<file path="src/rtl/conway_pkg.sv">
`default_nettype none
// +----------------------------------------------------------------------+
// | conway_pkg                                                           |
// | Shared grid geometry and reader FSM encoding for the Conway display. |
// | Revision: 1.0                                                        |
// +----------------------------------------------------------------------+
package conway_pkg;

  localparam int WORD_BITS     = 20;
  localparam int WORDS_PER_ROW = 64;
  localparam int ROWS          = 1024;
  localparam int GRID_WIDTH    = WORD_BITS * WORDS_PER_ROW;
  localparam int GRID_HEIGHT   = ROWS;

  typedef enum logic [1:0] {
    IDLE   = 2'd0,
    STREAM = 2'd1,
    DONE   = 2'd2
  } reader_state_e;

endpackage
`default_nettype wire

</file>
<file path="src/rtl/conway_word_fifo.sv">
`default_nettype none
// +----------------------------------------------------------------------+
// | conway_word_fifo                                                     |
// | Small prefetch FIFO for grid words; push and pop may coincide when   |
// | full.                                                                |
// | Revision: 1.0                                                        |
// +----------------------------------------------------------------------+
module conway_word_fifo #(
  parameter  int DEPTH = 2,
  parameter  int WIDTH = conway_pkg::WORD_BITS,
  localparam int CNT_W = $clog2(DEPTH + 1)
) (
  input  logic             clk,
  input  logic             reset,
  input  logic             clear,
  input  logic             push,
  input  logic [WIDTH-1:0] push_data,
  input  logic             pop,
  output logic [WIDTH-1:0] pop_data,
  output logic [CNT_W-1:0] count
);
  import conway_pkg::*;

  localparam int PTR_W = (DEPTH > 1) ? $clog2(DEPTH) : 1;

  logic [WIDTH-1:0] mem_q [DEPTH];
  logic [PTR_W-1:0] rd_ptr_q, rd_ptr_d;
  logic [PTR_W-1:0] wr_ptr_q, wr_ptr_d;
  logic [CNT_W-1:0] count_q, count_d;
  logic             do_push;
  logic             do_pop;

  function automatic logic [PTR_W-1:0] ptr_inc(input logic [PTR_W-1:0] p);
    return (p == PTR_W'(DEPTH - 1)) ? '0 : p + PTR_W'(1);
  endfunction

  always_comb begin
    do_pop   = pop && (count_q != '0) && !clear;
    // A full FIFO still accepts a word when one leaves in the same cycle.
    do_push  = push && ((count_q < CNT_W'(DEPTH)) || do_pop) && !clear;
    rd_ptr_d = do_pop  ? ptr_inc(rd_ptr_q) : rd_ptr_q;
    wr_ptr_d = do_push ? ptr_inc(wr_ptr_q) : wr_ptr_q;
    count_d  = count_q;
    case ({do_push, do_pop})
      2'b10:   count_d = count_q + CNT_W'(1);
      2'b01:   count_d = count_q - CNT_W'(1);
      default: count_d = count_q;
    endcase
    if (clear) begin
      rd_ptr_d = '0;
      wr_ptr_d = '0;
      count_d  = '0;
    end
  end

  always_ff @(posedge clk) begin
    if (reset) begin
      rd_ptr_q <= '0;
      wr_ptr_q <= '0;
      count_q  <= '0;
    end else begin
      rd_ptr_q <= rd_ptr_d;
      wr_ptr_q <= wr_ptr_d;
      count_q  <= count_d;
    end
    if (do_push && !reset) begin
      mem_q[wr_ptr_q] <= push_data;
    end
  end

  assign pop_data = mem_q[rd_ptr_q];
  assign count    = count_q;

endmodule
`default_nettype wire

</file>
<file path="src/rtl/conway_vga_reader.sv">
`default_nettype none
// +----------------------------------------------------------------------+
// | conway_vga_reader                                                    |
// | Streams one frame of grid cells from the accelerator display port    |
// | as a valid/ready pixel stream, MSB (leftmost cell) first.            |
// | Revision: 1.0                                                        |
// +----------------------------------------------------------------------+
module conway_vga_reader #(
  parameter int WORD_BITS     = conway_pkg::WORD_BITS,
  parameter int WORDS_PER_ROW = conway_pkg::WORDS_PER_ROW,
  parameter int ROWS          = conway_pkg::ROWS,
  parameter int FIFO_DEPTH    = 2
) (
  input  logic                 clk,
  input  logic                 reset,
  input  logic                 frame_start,
  output logic [15:0]          address_b,
  input  logic [WORD_BITS-1:0] q_b,
  input  logic                 wait_request,
  output logic                 ready_sig,
  output logic                 pix_valid,
  input  logic                 pix_ready,
  output logic                 pix_alive,
  output logic                 pix_eol,
  output logic                 pix_last
);
  import conway_pkg::*;

  localparam int TOTAL_WORDS = ROWS * WORDS_PER_ROW;
  localparam int GRID_W      = WORD_BITS * WORDS_PER_ROW;
  localparam int ISS_W       = $clog2(TOTAL_WORDS + 1);
  localparam int X_W         = $clog2(GRID_W);
  localparam int Y_W         = (ROWS > 1) ? $clog2(ROWS) : 1;
  localparam int BIT_W       = $clog2(WORD_BITS);
  localparam int CNT_W       = $clog2(FIFO_DEPTH + 1);

  reader_state_e        state_q, state_d;
  logic [15:0]          addr_q, addr_d;
  logic [ISS_W-1:0]     issued_q, issued_d;
  logic                 inflight_q, inflight_d;
  logic [WORD_BITS-1:0] word_q, word_d;
  logic [BIT_W-1:0]     bit_q, bit_d;
  logic                 valid_q, valid_d;
  logic [X_W-1:0]       x_q, x_d;
  logic [Y_W-1:0]       y_q, y_d;

  logic                 fifo_clear, fifo_push, fifo_pop;
  logic [WORD_BITS-1:0] fifo_rd_data;
  logic [CNT_W-1:0]     fifo_count;
  logic [CNT_W:0]       occupancy;
  logic                 xfer, issue, load, last_bit, at_eol, at_last;

  conway_word_fifo #(
    .DEPTH (FIFO_DEPTH),
    .WIDTH (WORD_BITS)
  ) u_fifo (
    .clk       (clk),
    .reset     (reset),
    .clear     (fifo_clear),
    .push      (fifo_push),
    .push_data (q_b),
    .pop       (fifo_pop),
    .pop_data  (fifo_rd_data),
    .count     (fifo_count)
  );

  assign xfer      = valid_q & pix_ready;
  assign last_bit  = (bit_q == BIT_W'(WORD_BITS - 1));
  assign at_eol    = (x_q == X_W'(GRID_W - 1));
  assign at_last   = at_eol && (y_q == Y_W'(ROWS - 1));
  // Reads still in flight count against FIFO space so a capture never overflows.
  assign occupancy = {1'b0, fifo_count} + (CNT_W + 1)'(inflight_q);

  always_comb begin
    state_d    = state_q;
    addr_d     = addr_q;
    issued_d   = issued_q;
    inflight_d = 1'b0;
    word_d     = word_q;
    bit_d      = bit_q;
    valid_d    = valid_q;
    x_d        = x_q;
    y_d        = y_q;
    fifo_clear = 1'b0;
    fifo_push  = 1'b0;
    fifo_pop   = 1'b0;
    issue      = 1'b0;
    load       = 1'b0;
    unique case (state_q)
      IDLE: begin
        valid_d = 1'b0;
        if (frame_start) begin
          state_d    = STREAM;
          addr_d     = '0;
          issued_d   = '0;
          word_d     = '0;
          bit_d      = '0;
          x_d        = '0;
          y_d        = '0;
          fifo_clear = 1'b1;
        end
      end
      STREAM: begin
        issue      = !wait_request && (issued_q < ISS_W'(TOTAL_WORDS)) &&
                     (occupancy < (CNT_W + 1)'(FIFO_DEPTH));
        fifo_push  = inflight_q;
        inflight_d = issue;
        if (issue) begin
          issued_d = issued_q + ISS_W'(1);
          if (addr_q != 16'hFFFF) addr_d = addr_q + 16'd1;
        end
        load = (fifo_count != '0) && (!valid_q || (xfer && last_bit));
        if (xfer) begin
          if (at_eol) begin
            x_d = '0;
            y_d = at_last ? '0 : y_q + Y_W'(1);
          end else begin
            x_d = x_q + X_W'(1);
          end
        end
        if (load) begin
          word_d   = fifo_rd_data;
          bit_d    = '0;
          valid_d  = 1'b1;
          fifo_pop = 1'b1;
        end else if (xfer) begin
          if (last_bit) begin
            valid_d = 1'b0;
          end else begin
            word_d = word_q << 1;
            bit_d  = bit_q + BIT_W'(1);
          end
        end
        if (xfer && at_last) begin
          state_d = DONE;
          valid_d = 1'b0;
        end
      end
      DONE: begin
        valid_d = 1'b0;
        state_d = IDLE;
      end
      default: state_d = IDLE;
    endcase
  end

  always_ff @(posedge clk) begin
    if (reset) begin
      state_q    <= IDLE;
      addr_q     <= '0;
      issued_q   <= '0;
      inflight_q <= 1'b0;
      word_q     <= '0;
      bit_q      <= '0;
      valid_q    <= 1'b0;
      x_q        <= '0;
      y_q        <= '0;
    end else begin
      state_q    <= state_d;
      addr_q     <= addr_d;
      issued_q   <= issued_d;
      inflight_q <= inflight_d;
      word_q     <= word_d;
      bit_q      <= bit_d;
      valid_q    <= valid_d;
      x_q        <= x_d;
      y_q        <= y_d;
    end
  end

  assign address_b = addr_q;
  assign ready_sig = (state_q == IDLE);
  assign pix_valid = valid_q;
  assign pix_alive = word_q[WORD_BITS-1];
  assign pix_eol   = valid_q & at_eol;
  assign pix_last  = valid_q & at_last;

endmodule
`default_nettype wire

</file>
<file path="config.mk">
export PLATFORM = sky130hd
export DESIGN_NAME = conway_vga_reader
export DESIGN_NICKNAME = d
export VERILOG_FILES = /design/src/rtl/conway_pkg.sv /design/src/rtl/conway_word_fifo.sv /design/src/rtl/conway_vga_reader.sv
export SDC_FILE = /design/constraint.sdc
export NUM_CORES = 1
export LEC_CHECK = 0
export ABC_AREA = 1
export BUFFER_PORTS_ARGS = -buffer_cell sky130_fd_sc_hd__clkbuf_2
export CAP_MARGIN = 20
export CORE_UTILIZATION = 61
export CTS_CLUSTER_SIZE = 30
export DETAILED_ROUTE_END_ITERATION = 8
export PLACE_DENSITY_LB_ADDON = 0.25
export REMOVE_ABC_BUFFERS = 1
export SLEW_MARGIN = 0
export SYNTH_ARGS = -nofsm -noshare
export SYNTH_HDL_FRONTEND = slang
export SYNTH_HIERARCHICAL = 1
export SYNTH_SLANG_ARGS = --single-unit
</file>
<file path="constraint.sdc">
create_clock -name clk -period 5.2 [get_ports clk]
set_input_delay 1.56 -clock clk [delete_from_list [all_inputs] [get_ports clk]]
set_output_delay 1.56 -clock clk [all_outputs]
set_load 0.02 [all_outputs]
</file>
==> impl_metrics.tcl <==
set metrics [dict create \
    synth_compound_area_share_pct 7.12 \
    clk_path_buf_depth 2 \
    grt_max_degree 34 \
    yosys-top-cells-count "nand2_1 (245), nor2_1 (101), dfxtp_1 (88)" \
    crit_path_start_kind "flip-flop" \
    tritoncts "built" \
    holdBufCountCts 0 \
    async_flop_share_pct 0 \
    cp_data_required_time_ns 3.64 \
    synthCells 824 \
    setup_viol 0 \
    gp_congestion 0.874 \
    worst-slew-pin-transition_ns 0.792 \
    drtIter0Drc 360 \
    syn_avg_cell_area_sq_um 7.87 \
    place_ws_ns 1.35 \
    yosys.area_share.xor_xnor_pct 0.945 \
    grt_first_pass_wirelength_mm 21.2 \
    num_rows 37 \
    start_util_pct 62.8 \
    area_growth_pct 12.8 \
    ys_warn_count 6 \
    cts_resized 0 \
    clkTransAtPathRegs_ns 0.06 \
    rsz0062_at_grt "false" \
    ys.flop_type "dfxtp_1" \
    synthMuxAreaShare_pct 4.63 \
    cts_root_buf "clkbuf_8" \
    synth_edf_count 40 \
    worstHoldPathType "flip-flop to flip-flop" \
    synth_top_area_share_pct 27.2 \
    status "complete, no violations" \
    antenna_found_initial 0 \
    firstDrtPassIters 5 \
    fin_nets 902 \
    final_max_slew_viol_count 0 \
    synth_seq_cells 128 \
    htreeDepth 4 \
    synth_area_leader_cell "dfxtp_1" \
    post_route_cells_drive_above_1_share_pct 16.1 \
    grt_pass1_vias 5010 \
    wl_mm 12.7 \
    cp_max_fo 5 \
    core_sq_mm 0.0103 \
    timing.final.crit_share_pct 68.1 \
    ant_nets 0 \
    fp.dieH_microns 105 \
    fin_setup_tns_ns 0 \
    post-dp-hpwl_mm 8.82 \
    route.detailed.drc 0 \
    cts.sinks 128 \
    ys_seq_area_share_pct 45.7 \
    grt.total_usage_pct 24.1 \
    peakVddDrop_mv 0.313 \
    slew_headroom_pct 47.2 \
    yosys.area_share.simple_pct 32.7 \
    cp-end-kind "primary output" \
    fillers 804 \
    synthTopCellsByArea "dfxtp_1 (27%), edfxtp_1 (19%), nand2_1 (14%)" \
    port_buffers 45 \
    arrival_ns 1.98 \
    io_pins 46 \
    utilization_pct 70.9 \
    setup_ws_ns 1.66 \
    final.min_clock_period_ns 3.54 \
    maxCapViolations 0 \
    numCtsBuffers 17 \
    final_hold_viol_count 0 \
    synth.cell_area_sq_mm 0.00648 \
    wl_per_cell_microns 12.5 \
    p_leak_nw 2.91 \
    post_cts_buffers 0 \
    fmax_ghz 0.282 \
    crit_type "flip-flop to primary output" \
    die_area_sq_mm 0.0110 \
    ys_types 48 \
    yosys.area_share.adder_pct 1.16 \
    vias 5393 \
    synth_top_family_by_area "simple AND/OR/NAND/NOR gates" \
    die_x_microns 105 \
    synth_most_common_cell "nand2_1" \
    p_per_area_mw_per_mm2 316 \
    clk_latency_ns 0.54 \
    grt-ovfl-total 0 \
    diodes 0 \
    clock_skew_ns 0.00946 \
    vias_per_cell 5.29 \
]
==> state kept, by name, indices dropped and copies added, names as in the netlist, named ones only <==
name / count
u_fifo/count: 2
pix_valid: 1
y_q: 10
u_fifo/wr_ptr_q: 1
u_fifo/rd_ptr_q: 1
address_b: 16
x_q: 11
issued_q: 17
inflight_q: 1
word_q: 20
state_q: 2
bit_q: 5
u_fifo/mem_q: 40
==> stage by stage <==
stage / area (sq um) / hold WS (ns) / cells / power [W]
floorplan: 6320 / 0.430 / 803 / 0.00120
global placement: 6740 / 0.441 / 987 / 0.00125
detailed placement: 6770 / 0.442 / 988 / 0.00126
CTS: 7320 / 0.452 / 1020 / 0.00233
global route: 7320 / 0.477 / 1020 / 0.00240
finish: 7320 / 0.455 / 1020 / 0.00231
==> where the power goes <==
group / switching (W) / total (W) / internal, W
sequential: 0.0000119 / 0.00105 / 0.00104
combinational: 0.000131 / 0.000182 / 0.0000519
clock: 0.000435 / 0.00108 / 0.000642
==> routing by layer <==
metal,track usage (%),vias to the layer above,share of wire (%)
met5,0,-,0
met4,11.5,0,0.96
met3,6.43,13,4.0
met2,40.7,132,49
met1,28.6,2485,46
li1,-,2763,-
==> kinds of logic (layout without fill, tap and decap cells) <==
kind of cell / Yosys count / count (layout)
simple gates: 473 / 473
xor+xnor: 7 / 7
compound gates: 80 / 80
fa+ha+maj: 6 / 6
mux: 20 / 20
buf+inv: 110 / 170
flops: 128 / 128
==> path summary, 6_finish.rpt <==
| path | from | end | slack (ns) | cells after the start |
|---|---|---|---|---|
| max reg2reg | bit_q[0] | u_fifo/count[1] | 2.22 | 16 |
| min | issued_q[16] | issued_q[16] | 0.45 | 2 |
| min reg2reg | issued_q[16] | issued_q[16] | 0.45 | 2 |
| max | x_q[1] | pix_last | 1.66 | 8 |
==> placed cells by master (no fill, tap or decap), drive strengths merged, types with 2 or more instances in the layout <==
master and instances:
clkinv 8, a21oi 50, o21bai 4, nor2 114
inv 90, xor2 6, nand4 11, nand2 261
o21ai 16, a31oi 2, buf 4, nand3b 2
or2 2, mux2 20, dfxtp 88, o31ai 2
clkbuf 63, a21boi 3, and2 2, edfxtp 40
nor3 15, nand3 64, ha 6, clkinvlp 4
==> worst max-delay path: stages, from the launching register on <==
cell,delay [ns]
dfxtp_1,0.37
ha_1,0.19
nand2_1,0.11
nor2_4,0.12
nand2_1,0.09
nor2_4,0.19
nand2_1,0.12
nor2_1,0.10
clkbuf_2,0.17
==> cell type report <==
cell class,instances,area [sq um],area share [%]
clock inverter,14,118,1.61
clock buffer,18,428,5.85
sequential,128,2960,40.5
inverter,89,337,4.60
timing repair buffer,49,275,3.76
tap,136,170,2.33
multi-input combinational,586,3030,41.4
Power figures use the tool's default switching activity.
